## src/rtl/alu_share_arb_pkg.sv

```systemverilog
// Shared types and constants for the round-robin ALU sharing arbiter.
package alu_share_arb_pkg;

  typedef enum logic [1:0] {IDLE, BUSY, RESP} state_t;

  // Bit positions inside the {zero, overflow, negative, carry} flag bundle
  localparam int unsigned FLAG_Z = 3;
  localparam int unsigned FLAG_V = 2;
  localparam int unsigned FLAG_N = 1;
  localparam int unsigned FLAG_C = 0;
  localparam int unsigned FLAG_W = 4;

  localparam int unsigned DEF_NUM_REQ    = 4;
  localparam int unsigned DEF_BITS_SIZE  = 32;
  localparam int unsigned DEF_CNTRL_SIZE = 4;
  localparam int unsigned DEF_ALU_LAT    = 2;
  localparam int unsigned CNT_W          = 3;

endpackage

```

## src/rtl/alu_share_arb_rr_pick.sv

```systemverilog
// Combinational round-robin picker: first valid requester after ptr, with wrap.
module alu_rr_pick #(
  parameter int unsigned N    = 4,
  parameter int unsigned ID_W = 2
) (
  input  logic [N-1:0]    valid,
  input  logic [ID_W-1:0] ptr,
  output logic [N-1:0]    grant,
  output logic [ID_W-1:0] grant_idx,
  output logic            grant_any
);

  always_comb begin
    int unsigned       k;
    logic [ID_W-1:0]   kk;
    grant     = '0;
    grant_idx = '0;
    grant_any = 1'b0;
    k         = 0;
    kk        = '0;
    for (int unsigned i = 1; i <= N; i++) begin
      k  = (32'(ptr) + i) % N;
      kk = ID_W'(k);
      if (!grant_any && valid[kk]) begin
        grant_any = 1'b1;
        grant_idx = kk;
        grant[kk] = 1'b1;
      end
    end
  end

endmodule

```

## src/rtl/alu_share_arb.sv

```systemverilog
// Shares one registered ALU datapath between NUM_REQ requesters, one op at a time.
// Optional perf counters (perf_ops, perf_stall) enabled by ALU_SHARE_ARB_PERF_EN.
module alu_share_arb
  import alu_share_arb_pkg::*;
#(
  parameter int unsigned NUM_REQ    = DEF_NUM_REQ,
  parameter int unsigned BITS_SIZE  = DEF_BITS_SIZE,
  parameter int unsigned CNTRL_SIZE = DEF_CNTRL_SIZE,
  parameter int unsigned ALU_LAT    = DEF_ALU_LAT,
  parameter int unsigned ID_W       = $clog2(NUM_REQ)
) (
  input  logic                            clk,
  input  logic                            reset,
  input  logic [NUM_REQ-1:0]              req_valid,
  output logic [NUM_REQ-1:0]              req_ready,
  input  logic [NUM_REQ*BITS_SIZE-1:0]    req_a,
  input  logic [NUM_REQ*BITS_SIZE-1:0]    req_b,
  input  logic [NUM_REQ*CNTRL_SIZE-1:0]   req_cntrl,
  input  logic [NUM_REQ-1:0]              req_cin,
  output logic                            rsp_valid,
  input  logic                            rsp_ready,
  output logic [ID_W-1:0]                 rsp_id,
  output logic [BITS_SIZE-1:0]            rsp_out,
  output logic [FLAG_W-1:0]               rsp_flags,
  output logic [BITS_SIZE-1:0]            alu_a,
  output logic [BITS_SIZE-1:0]            alu_b,
  output logic [CNTRL_SIZE-1:0]           alu_cntrl,
  output logic                            alu_cin,
  input  logic [BITS_SIZE-1:0]            alu_out,
  input  logic                            alu_zero,
  input  logic                            alu_overflow,
  input  logic                            alu_negative,
  input  logic                            alu_carry
`ifdef ALU_SHARE_ARB_PERF_EN
  ,
  output logic [31:0]                     perf_ops,
  output logic [31:0]                     perf_stall
`endif
);

  state_t                  state, state_nxt;
  logic [CNT_W-1:0]        cnt;
  logic [ID_W-1:0]         ptr, id_q;
  logic [NUM_REQ-1:0]      gnt;
  logic [ID_W-1:0]         gnt_idx;
  logic                    gnt_any;
  logic                    xfer, capture, rsp_done;
  logic [BITS_SIZE-1:0]    a_sel, b_sel;
  logic [CNTRL_SIZE-1:0]   c_sel;
  logic                    ci_sel;

  alu_rr_pick #(.N(NUM_REQ), .ID_W(ID_W)) u_pick (
    .valid     (req_valid),
    .ptr       (ptr),
    .grant     (gnt),
    .grant_idx (gnt_idx),
    .grant_any (gnt_any)
  );

  // State register
  always_ff @(posedge clk) begin
    if (reset) state <= IDLE;
    else       state <= state_nxt;
  end

  // Next-state logic
  always_comb begin
    state_nxt = state;
    case (state)
      IDLE:    if (gnt_any)       state_nxt = BUSY;
      BUSY:    if (cnt == '0)     state_nxt = RESP;
      RESP:    if (rsp_ready)     state_nxt = IDLE;
      default:                    state_nxt = IDLE;
    endcase
  end

  // Per-state strobes; req_ready is combinational and only offered in IDLE
  always_comb begin
    req_ready = '0;
    xfer      = 1'b0;
    capture   = 1'b0;
    rsp_done  = 1'b0;
    case (state)
      IDLE: begin
        req_ready = gnt;
        xfer      = gnt_any;
      end
      BUSY:    capture  = (cnt == '0);
      RESP:    rsp_done = rsp_ready;
      default: ;
    endcase
  end

  // Operand mux from the one-hot grant
  always_comb begin
    a_sel  = '0;
    b_sel  = '0;
    c_sel  = '0;
    ci_sel = 1'b0;
    for (int unsigned i = 0; i < NUM_REQ; i++) begin
      if (gnt[i]) begin
        a_sel  = req_a[i*BITS_SIZE +: BITS_SIZE];
        b_sel  = req_b[i*BITS_SIZE +: BITS_SIZE];
        c_sel  = req_cntrl[i*CNTRL_SIZE +: CNTRL_SIZE];
        ci_sel = req_cin[i];
      end
    end
  end

  // Operand, counter, pointer and response registers
  always_ff @(posedge clk) begin
    if (reset) begin
      alu_a     <= '0;
      alu_b     <= '0;
      alu_cntrl <= '0;
      alu_cin   <= 1'b0;
      id_q      <= '0;
      ptr       <= ID_W'(NUM_REQ - 1);
      cnt       <= '0;
      rsp_valid <= 1'b0;
      rsp_id    <= '0;
      rsp_out   <= '0;
      rsp_flags <= '0;
    end else begin
      if (xfer) begin
        alu_a     <= a_sel;
        alu_b     <= b_sel;
        alu_cntrl <= c_sel;
        alu_cin   <= ci_sel;
        id_q      <= gnt_idx;
        ptr       <= gnt_idx;
        cnt       <= CNT_W'(ALU_LAT);
      end else if (state == BUSY && cnt != '0) begin
        cnt <= cnt - CNT_W'(1);
      end
      if (capture) begin
        rsp_valid         <= 1'b1;
        rsp_id            <= id_q;
        rsp_out           <= alu_out;
        rsp_flags[FLAG_Z] <= alu_zero;
        rsp_flags[FLAG_V] <= alu_overflow;
        rsp_flags[FLAG_N] <= alu_negative;
        rsp_flags[FLAG_C] <= alu_carry;
      end else if (rsp_done) begin
        rsp_valid <= 1'b0;
      end
    end
  end

`ifdef ALU_SHARE_ARB_PERF_EN
  // Completed-response and response-stall counters, free-running with wrap
  always_ff @(posedge clk) begin
    if (reset) begin
      perf_ops   <= '0;
      perf_stall <= '0;
    end else begin
      if (rsp_done)                     perf_ops   <= perf_ops + 32'd1;
      if (state == RESP && !rsp_ready)  perf_stall <= perf_stall + 32'd1;
    end
  end
`else
  // Counters absent in this build
`endif

endmodule

```

## config.mk

```make
export PLATFORM = sky130hd
export DESIGN_NAME = alu_share_arb
export DESIGN_NICKNAME = d
export VERILOG_FILES = /design/src/rtl/alu_share_arb_pkg.sv /design/src/rtl/alu_share_arb_rr_pick.sv /design/src/rtl/alu_share_arb.sv
export SDC_FILE = /design/constraint.sdc
export NUM_CORES = 1
export LEC_CHECK = 0
export CAP_MARGIN = 20
export CELL_PAD_IN_SITES_DETAIL_PLACEMENT = 0
export CELL_PAD_IN_SITES_GLOBAL_PLACEMENT = 2
export CORE_AREA = 3 3 165 167
export CTS_BUF_LIST = sky130_fd_sc_hd__clkbuf_16
export DETAILED_ROUTE_END_ITERATION = 10
export DIE_AREA = 0 0 168 170
export DONT_BUFFER_PORTS = 1
export HOLD_SLACK_MARGIN = 0.1
export PLACE_DENSITY = 0.72
export SYNTH_ARGS = -nofsm -noshare
export SYNTH_HDL_FRONTEND = slang
export SYNTH_SLANG_ARGS = --single-unit
export TNS_END_PERCENT = 30
```

## constraint.sdc

```tcl
create_clock -name clk -period 5.63 [get_ports clk]
set_input_delay 0.563 -clock clk [delete_from_list [all_inputs] [get_ports clk]]
set_output_delay 0.563 -clock clk [all_outputs]
set_load 0.01 [all_outputs]
```

Word-level counts from Yosys, hierarchy flattened
Index checks and enable logic that the tools add are counted.
- bits in read-only memories: 0
- flip-flop bits (word level): 117
- bits in latches: 0
- bits in writable memories: 0
- memories kept: 0
- output and inout port bits: 112
- equality and inequality tests: 5
- order comparisons: 8
- shift operators: 0
- bitwise gates (word level): 3
- $add $sub $neg: 5
- div/mod/pow operators: 0
- reduce and logical (&&, ||, !) cells: 18
- muxes and demuxes: 56
- multiply operators: 0
- operator list (operator ; count):
    $mux W32 ; 8
    $mux W4 ; 9
    $mux W1 ; 21
    $mux W2 ; 9
    $lt A2 B3 Y1 const B ; 4
    $or A4 B4 Y4 ; 3
    $bmux W1 S2 ; 4
    $demux W1 S2 ; 4
    $ge A2 B1 Y1 const B ; 4
    $logic_and A1 B1 Y1 ; 8
    $ne A2 B2 Y1 const B ; 3
    $pmux W2 S3 ; 1
    $add A2 B1 Y2 const B ; 2
    $add A2 B2 Y2 const B ; 2
    $reduce_bool A2 Y1 ; 2
    $logic_not A1 Y1 ; 3
    $logic_not A3 Y1 ; 1
    $reduce_and A3 Y1 ; 1
    $reduce_bool A3 Y1 ; 1
    $sub A3 B1 Y3 const B ; 1
    $eq A2 B1 Y1 const B ; 1
    $eq A2 B2 Y1 const B ; 1
    $logic_not A2 Y1 ; 1
    $reduce_or A2 Y1 ; 1

Depth between registers and ports, before layout
Gate-level depths: netlist of the first run.
- depth after elaboration: 17
- mapped depth: 13

By module
From an unflattened synthesis of the first run, not the netlist that was laid out.
- cell total of the unflattened synthesis: 832
- area, all modules: 6766.5 um^2
- modules (own cells, without submodules) (module ; area each (um^2) ; cells an instance ; instances ; sequential area each (um^2)):
    alu_share_arb ; 6241.0 ; 764 ; 1 ; 2342.2
    alu_rr_pick ; 525.5 ; 68 ; 1 ; 0.0

Worst setup path after synthesis of the first run
No wires, ideal clock.
- path type: reg2out
- from: register ptr[1]
- to: output req_ready[2]
- slack: 2635 ps
- data arrival time: 2432 ps
- data required time: 5067 ps
- cell stages (with the launch flop): 13
- path through: dfxtp_1 > buf_2 > inv_1 > ha_1 > buf_2 > mux4_2 > buf_4 > nor2_1 > nand3_1 > o2111a_1 > buf_2 > buf_2 > nor2_1
- cells in the longest elaborated chain, start to end: 14
- elaborated cells between the ends (all ways): 49
- those cells by class: add/sub (4); order compare (8); mux (24); bitwise (3); reduce/logical (10)
- RTL lines (item ; RTL line ; text):
    start, declared ; alu_share_arb.sv:43 ; logic [ID_W-1:0] ptr, id_q;
    start signal, assigned ; alu_share_arb.sv:118 ; ptr <= ID_W'(NUM_REQ - 1);
    start signal, assigned ; alu_share_arb.sv:131 ; ptr <= gnt_idx;
    parallel branches: the longest is 12 deep, another holds $lt A2 B3 Y1 ; - ;
    $mux W4 (*) ; alu_share_arb_rr_pick.sv:24 ; if (!grant_any && valid[kk]) begin
    $mux W4 (*) ; alu_share_arb.sv:83 ; case (state)
    end, declared ; alu_share_arb.sv:15 ; output logic [NUM_REQ-1:0] req_ready,
Mark *: on every way between the ends. The select of a mux whose other input is x is not followed.

Final worst setup path of the first run
- from: register ptr[0]
- to: output req_ready[3]
The elaborated chain is that of the path after synthesis.

==> results.sh, run 1 <==
export IMPL_synth_warning_count=0
export IMPL_cts_repair_resizes=0
export IMPL_synth_cell_area_um2=8000
export IMPL_final_util_pct=33.2
export IMPL_drive_above_1_share_pct=16.9
export IMPL_cts_path_max_buffers=2
export IMPL_postSynthCellCount=963
export IMPL_cts_htree_levels=4
export IMPL_synth_flop_cell="dfxtp_1"
export IMPL_clk_pin_slew_worst_paths_ns=0.07
export IMPL_floorplan_initialDensity_pct=30.9
export IMPL_seq_area_frac_synth_pct=29.3
export IMPL_max_clock_freq_ghz=0.224
export IMPL_congestion_overflow_gr=0
export IMPL_grt_start_max_net_pins=119
export IMPL_p_leak_nw=2.85
export IMPL_die_x_um=168
export IMPL_grt_first_pass_wirelength_um=47000
export IMPL_cp_data_required_time_ns=5.07
export IMPL_report_final_slew_viol_count=0
export IMPL_timing_worst_setup_path_type="register to output port"
export IMPL_chipHeight_um=170
export IMPL_post_cts_setup_buffers=0
export IMPL_cts_buffers_inserted=17
export IMPL_postSynthAreaPerCell_um2=8.30
export IMPL_synth_top_cells_by_area="dfxtp_1 29%, a221oi_2 13%, a21oi_1 7.4%"
export IMPL_total_of_flip_flops_plus_latches_after_synthesis=117
export IMPL_tightest_slew_ns=1.05
export IMPL_floorplan_io_pins=431
export IMPL_detail_route_iter0_violations=678
export IMPL_pre_cts_slack_ns=1.60
export IMPL_setup_viol=0
export IMPL_drc=0
export IMPL_gp_congestion=0.786
export IMPL_coreArea_um2=25900
export IMPL_p_total_mw=5.63
export IMPL_standard_cell_rows=59
export IMPL_via_count_of_the_first_global_routing_pass=7685
export IMPL_drt_first_pass_iters=5
export IMPL_cts_tree="yes"
export IMPL_timing_critical_path_fanout_max=27
export IMPL_dr_total_vias=7756
export IMPL_power_density_cell_area_nw_per_um2=655
export IMPL_max_cap_violations=0
export IMPL_timing_final_crit_share_pct=79.3
export IMPL_synth_net_count=1292
export IMPL_synthToLayoutAreaGrowth_pct=7.57
export IMPL_timing_slew_headroom_pct=29.9
export IMPL_synth_top_cell_by_area="dfxtp_1"
export IMPL_vias_per_cell=6.36
export IMPL_diodes=0
export IMPL_count_of_input_and_output_buffers=0
export IMPL_netlist_cell_type_count=48
export IMPL_finalWorstPathRequiredPeriod_ns=4.47
export IMPL_place_detailed_hpwl_um=20200
export IMPL_fraction_of_synthesis_flops_using_an_asynchronous_set_or_reset_pin_pct=0
export IMPL_route_detailed_wl_per_inst_um=25.7
export IMPL_endpoint_kind_of_the_worst_setup_timing_path="output port"
export IMPL_yosys_area_top_type_share_pct=29.3
export IMPL_final_setup_skew_ns=0.0152
export IMPL_postLayoutSetupSlackWorst_ns=1.16
export IMPL_detail_route_wirelength_um=31400
export IMPL_place_inst=1187
export IMPL_antenna_violations_before_repair=0
export IMPL_clock_sink_count=117
export IMPL_rsz0062_at_grt="no"
export IMPL_status="finished, final reports clean"
export IMPL_final_cells=1219
export IMPL_synth_edf_count=0
export IMPL_cts_hold_buffers_added=0
export IMPL_finalHoldWorstSlack_ns=0.242
export IMPL_cts_root_buffer="clkbuf_16"
export IMPL_hold_viol=0
export IMPL_timing_critical_path_arrival_ns=3.90
export IMPL_timing_hold_worst_class="input port to register"
export IMPL_fp_dieArea_um2=28600
export IMPL_final_cell_area_um2=8600
export IMPL_max_vdd_ir_drop_uv=527
export IMPL_start_kind="register"
export IMPL_worst_skew_pair_late_latency_ns=0.42
export IMPL_place_area_um2=8000
export IMPL_antenna_left=0
export IMPL_num_nets_final=1200
export IMPL_setup_tns_final_ns=0
export IMPL_grt_total_usage_pct=20.6
critical path: stages (launching register included):
cell and delay (ns):
dfxtp_1 0.84, inv_1 0.29, ha_1 0.52, mux2i_1 0.14, mux2i_1 0.36, a31oi_2 0.20, o221ai_4 0.84, and2_1 0.31
report_power, final:
part / internal [mW] / switching [mW] / leakage, nW / total (mW)
combinational: 1.18 / 2.04 / 1.59 / 3.22
clock: 0.638 / 0.502 / 0.294 / 1.14
sequential: 1.02 / 0.260 / 0.960 / 1.28
path summary, 6_finish.rpt:
kind | from | end | slack [ns] | cells past startpoint
worst max-delay path | ptr[0] | req_ready[3] | 1.16 | 7
worst max register to register | ptr[0] | alu_b[19] | 1.58 | 9
worst min-delay path | reset | alu_b[13] | 0.24 | 1
worst min register to register | id_q[0] | id_q[0] | 0.47 | 2
cells in the mapped netlist, drive strengths merged (10+ instances only):
cell	instances
a31oi	71
o221ai	71
ha	10
a221oi	69
dfxtp	117
nand2	95
o22ai	71
inv	10
buf	59
clkbuf	70
and2	75
nand3	71
a21oi	118
layout make-up:
| cell class | count | area (um2) |
|---|---|---|
| Sequential cell | 117 | 2340 |
| Clock inverter | 15 | 179 |
| Inverter | 10 | 37.5 |
| Fill cell | 2736 | 17300 |
| Multi-Input combinational cell | 707 | 5050 |
| Tap cell | 335 | 419 |
| Clock buffer | 17 | 425 |
| Timing Repair Buffer | 18 | 148 |
layer usage:
| layer | GRT usage (%) | wire length [um] |
|---|---|---|
| met5 | 0 | 0 |
| met4 | 6.62 | 700 |
| met3 | 6.25 | 2780 |
| met2 | 34.9 | 15400 |
| met1 | 25.1 | 12500 |
registers in the layout, summed over array words and instances, names as in the netlist, 3 cells and up:
signal,cells
alu_a,32
alu_b,32
rsp_out,32
alu_cntrl,4
rsp_flags,4
cnt,3
placed cells by master (no fill, tap or decap), types with 17 or more instances in the layout:
cell type / Yosys / final
buf_4: 8 / 17
clkbuf_16: 0 / 17
a21oi_1: 118 / 117
o22ai_1: 71 / 71
and2_1: 75 / 75
nand3_1: 71 / 71
nand2_1: 95 / 94
a221oi_2: 69 / 69
o221ai_1: 60 / 59
a31oi_1: 70 / 70
dfxtp_1: 117 / 117
cells by family after synthesis:
| logic type | synth area share [%] |
|---|---|
| AO/OA/AOI/OAI | 41.6 |
| XOR/XNOR | 0.219 |
| adder cells (fa/ha/maj) | 1.56 |
| buffers and inverters | 8.78 |
| flip-flops | 29.3 |
| multiplexers | 1.19 |
| AND/OR/NAND/NOR | 17.4 |
(Power assumes the default switching activity.)
==> run 2: changes to the inputs <==
- ABC_AREA: not set -> 1
- clock period: 5.63 -> 3.9 ns (I/O delays scaled with it)
==> results.sh, run 2 <==
export IMPL_max_stage_delay_ns=0.54
export IMPL_total_of_flip_flops_plus_latches_after_synthesis=117
export IMPL_antenna_left=0
export IMPL_endpoint_kind_of_the_worst_setup_timing_path="output port"
export IMPL_postLayoutSetupSlackWorst_ns=0.449
export IMPL_standard_cell_rows=59
export IMPL_mostFrequentLayoutCell="a21oi_1"
export IMPL_power_clock_fraction_pct=17.2
export IMPL_cts_repair_resizes=0
export IMPL_grt_total_usage_pct=18.3
export IMPL_post_synthesis_mux_area_share_pct=0
export IMPL_final_setup_skew_ns=0.00965
export IMPL_net_switching_power_figure_mw=4.96
export IMPL_most_common_layout_cells="284 x a21oi_1, 180 x nand2_1, 117 x dfxtp_1, 108 x o21ai_0, 83 x inv_1"
export IMPL_power_density_cell_area_nw_per_um2=1220
export IMPL_post_cts_setup_buffers=0
export IMPL_timing_hold_worst_class="input port to register"
export IMPL_path_delay_family="simple AND/OR/NAND/NOR gates"
export IMPL_sw_frac_of_total_pct=53.6
export IMPL_cts_hold_buffers_added=1
export IMPL_via_count_of_the_first_global_routing_pass=7033
export IMPL_post_synth_top_count_cell="a21oi_1"
export IMPL_finalHoldWorstSlack_ns=0.140
export IMPL_floorplan_initialDensity_pct=26.4
export IMPL_diodes=0
export IMPL_synth_flop_cell="dfxtp_1"
export IMPL_detail_route_iter0_violations=394
export IMPL_p_int_mw=4.29
export IMPL_largest_registers="alu_a x32, alu_b x32, rsp_out x32"
export IMPL_fraction_of_synthesis_flops_using_an_asynchronous_set_or_reset_pin_pct=0
export IMPL_finalWorstPathRequiredPeriod_ns=3.45
export IMPL_synth_compound_area_share_pct=30.1
export IMPL_congestion_overflow_gr=0
export IMPL_combinational_family_with_the_most_area_after_synthesis="compound AO/OA/AOI/OAI gates"
export IMPL_synth_warning_count=0
export IMPL_cp_data_required_time_ns=3.51
export IMPL_hold_viol=0
export IMPL_place_detailed_hpwl_um=19700
export IMPL_num_nets_final=1339
export IMPL_timing_worst_setup_path_type="register to output port"
export IMPL_rsz0062_at_grt="no"
export IMPL_postSynthAreaPerCell_um2=6.45
export IMPL_die_x_um=168
export IMPL_cts_path_max_buffers=2
export IMPL_synth_xor_xnor_area_share_pct=0
export IMPL_tightest_slew_ns=0.945
export IMPL_postSynthCellCount=1059
export IMPL_cts_buffers_inserted=17
export IMPL_antenna_violations_before_repair=0
export IMPL_start_kind="register"
export IMPL_gp_congestion=0.797
export IMPL_timing_critical_path_arrival_ns=3.06
export IMPL_grt_first_pass_wirelength_um=41100
export IMPL_yosys_area_share_adder_pct=1.83
export IMPL_drive_above_1_share_pct=6.94
export IMPL_final_util_pct=29.3
export IMPL_comb_power_share_pct=59.6
export IMPL_timing_final_crit_share_pct=88.5
export IMPL_cts_root_buffer="clkbuf_16"
export IMPL_netlist_cell_type_count=29
export IMPL_grt_start_max_net_pins=75
export IMPL_synth_simple_area_share_pct=22.1
export IMPL_cp_cell_sequence="inv_2 > ha_1 > inv_1 > nand2_2 > nand2_4 > nor2_4 > a21boi_1 > nand3_2 > buf_4 > nand2_1 > inv_1"
export IMPL_synth_top_cells_by_area="dfxtp_1 34%, a21oi_1 21%, nand2_1 9.9%"
export IMPL_worst_skew_pair_late_latency_ns=0.41
export IMPL_top_cell_types_by_occurrence_after_synthesis="284 x a21oi_1, 181 x nand2_1, 117 x dfxtp_1, 108 x o21ai_0, 84 x inv_1"
export IMPL_report_final_slew_viol_count=0
export IMPL_drt_first_pass_iters=4
export IMPL_power_share_sequential_pct=23.2
export IMPL_detail_route_wirelength_um=27600
export IMPL_count_of_input_and_output_buffers=0
export IMPL_fp_dieArea_um2=28600
export IMPL_coreArea_um2=25900
export IMPL_synth_net_count=1388
export IMPL_floorplan_io_pins=431
export IMPL_route_detailed_wl_per_inst_um=20.3
export IMPL_timing_critical_path_mode_cell="inv_1"
export IMPL_synth_top_cell_by_area="dfxtp_1"
export IMPL_chipHeight_um=170
export IMPL_drc=0
export IMPL_pre_cts_slack_ns=0.800
export IMPL_cts_tree="yes"
export IMPL_final_cells=1358
export IMPL_timing_critical_path_fanout_max=18
export IMPL_cts_htree_levels=4
export IMPL_clk_pin_slew_worst_paths_ns=0.07
export IMPL_critPathSlowestCell="dfxtp_1"
export IMPL_yosys_area_top_type_share_pct=34.3
export IMPL_worst_path_buf_inv=4
export IMPL_place_inst=1325
export IMPL_status="finished, final reports clean"
export IMPL_vias_per_cell=5.19
export IMPL_seq_area_frac_synth_pct=34.3
export IMPL_clock_sink_count=117
export IMPL_max_vdd_ir_drop_uv=456
export IMPL_max_cap_violations=0
export IMPL_timing_slew_headroom_pct=36.9
export IMPL_dr_total_vias=7051
export IMPL_synth_edf_count=0
export IMPL_p_leak_nw=3.31
export IMPL_synth_cell_area_um2=6830
export IMPL_synthToLayoutAreaGrowth_pct=11.1
export IMPL_setup_tns_final_ns=0
export IMPL_setup_viol=0
export IMPL_max_clock_freq_ghz=0.290
run 2: cell count changes after synthesis, sizes merged, moves of 13 or more:
cell	previous run	this run
and2	75	0
o21ai	5	108
nor2	8	83
a31oi	71	0
o221ai	71	0
a221oi	69	0
nand3	71	84
clkbuf	70	28
a21oi	118	286
nand2	95	186
inv	10	87
o22ai	71	0
run 2: final timing paths:
| check | startpoint | to | slack, ns | depth (start not counted) |
|---|---|---|---|---|
| max | ptr[0] | req_ready[0] | 0.45 | 11 |
| min reg2reg | id_q[0] | id_q[0] | 0.46 | 2 |
| max reg2reg | ptr[0] | alu_a[21] | 0.83 | 13 |
| min | alu_out[8] | rsp_out[8] | 0.14 | 2 |
run 2: cell type report:
class / count / area, um2
Fill cell: 2938 / 18300
Multi-Input combinational cell: 768 / 3710
Sequential cell: 117 / 2340
Clock buffer: 17 / 425
Tap cell: 335 / 419
Inverter: 88 / 330
Timing Repair Buffer: 18 / 195
Clock inverter: 15 / 163
run 2: power by group through the flow:
| stage | Sequential, mW | Clock (mW) | Combinational [mW] |
|---|---|---|---|
| floorplan | 2.04 | 0 | 4.40 |
| global placement | 2.19 | 0 | 5.51 |
| CTS | 2.16 | 1.65 | 5.59 |
| global route | 2.20 | 1.70 | 6.33 |
| detailed placement | 2.18 | 0 | 5.57 |
| finish | 2.15 | 1.59 | 5.51 |
run 2: per-stage QoR:
step                      area [um2]  power, mW
after floorplan                 6830       6.44
after global placement          6960       7.70
after detailed placement        6990       7.75
after CTS                       7590       9.40
after global routing            7590       10.2
final                           7590       9.25
run 2: kinds of logic (layout without fill, tap and decap cells):
kind of cell | after synthesis | after routing
AO/OA/AOI/OAI | 403 | 403
AND/OR/NAND/NOR | 355 | 355
buffers and inverters | 174 | 138
flip-flops | 117 | 117
adder cells (fa/ha/maj) | 10 | 10
run 2: layer usage:
metal	track usage, %	part of all wire [%]
met5	0	0
met2	32.2	50
met3	5.57	8.0
met1	21.4	40
met4	5.51	1.4
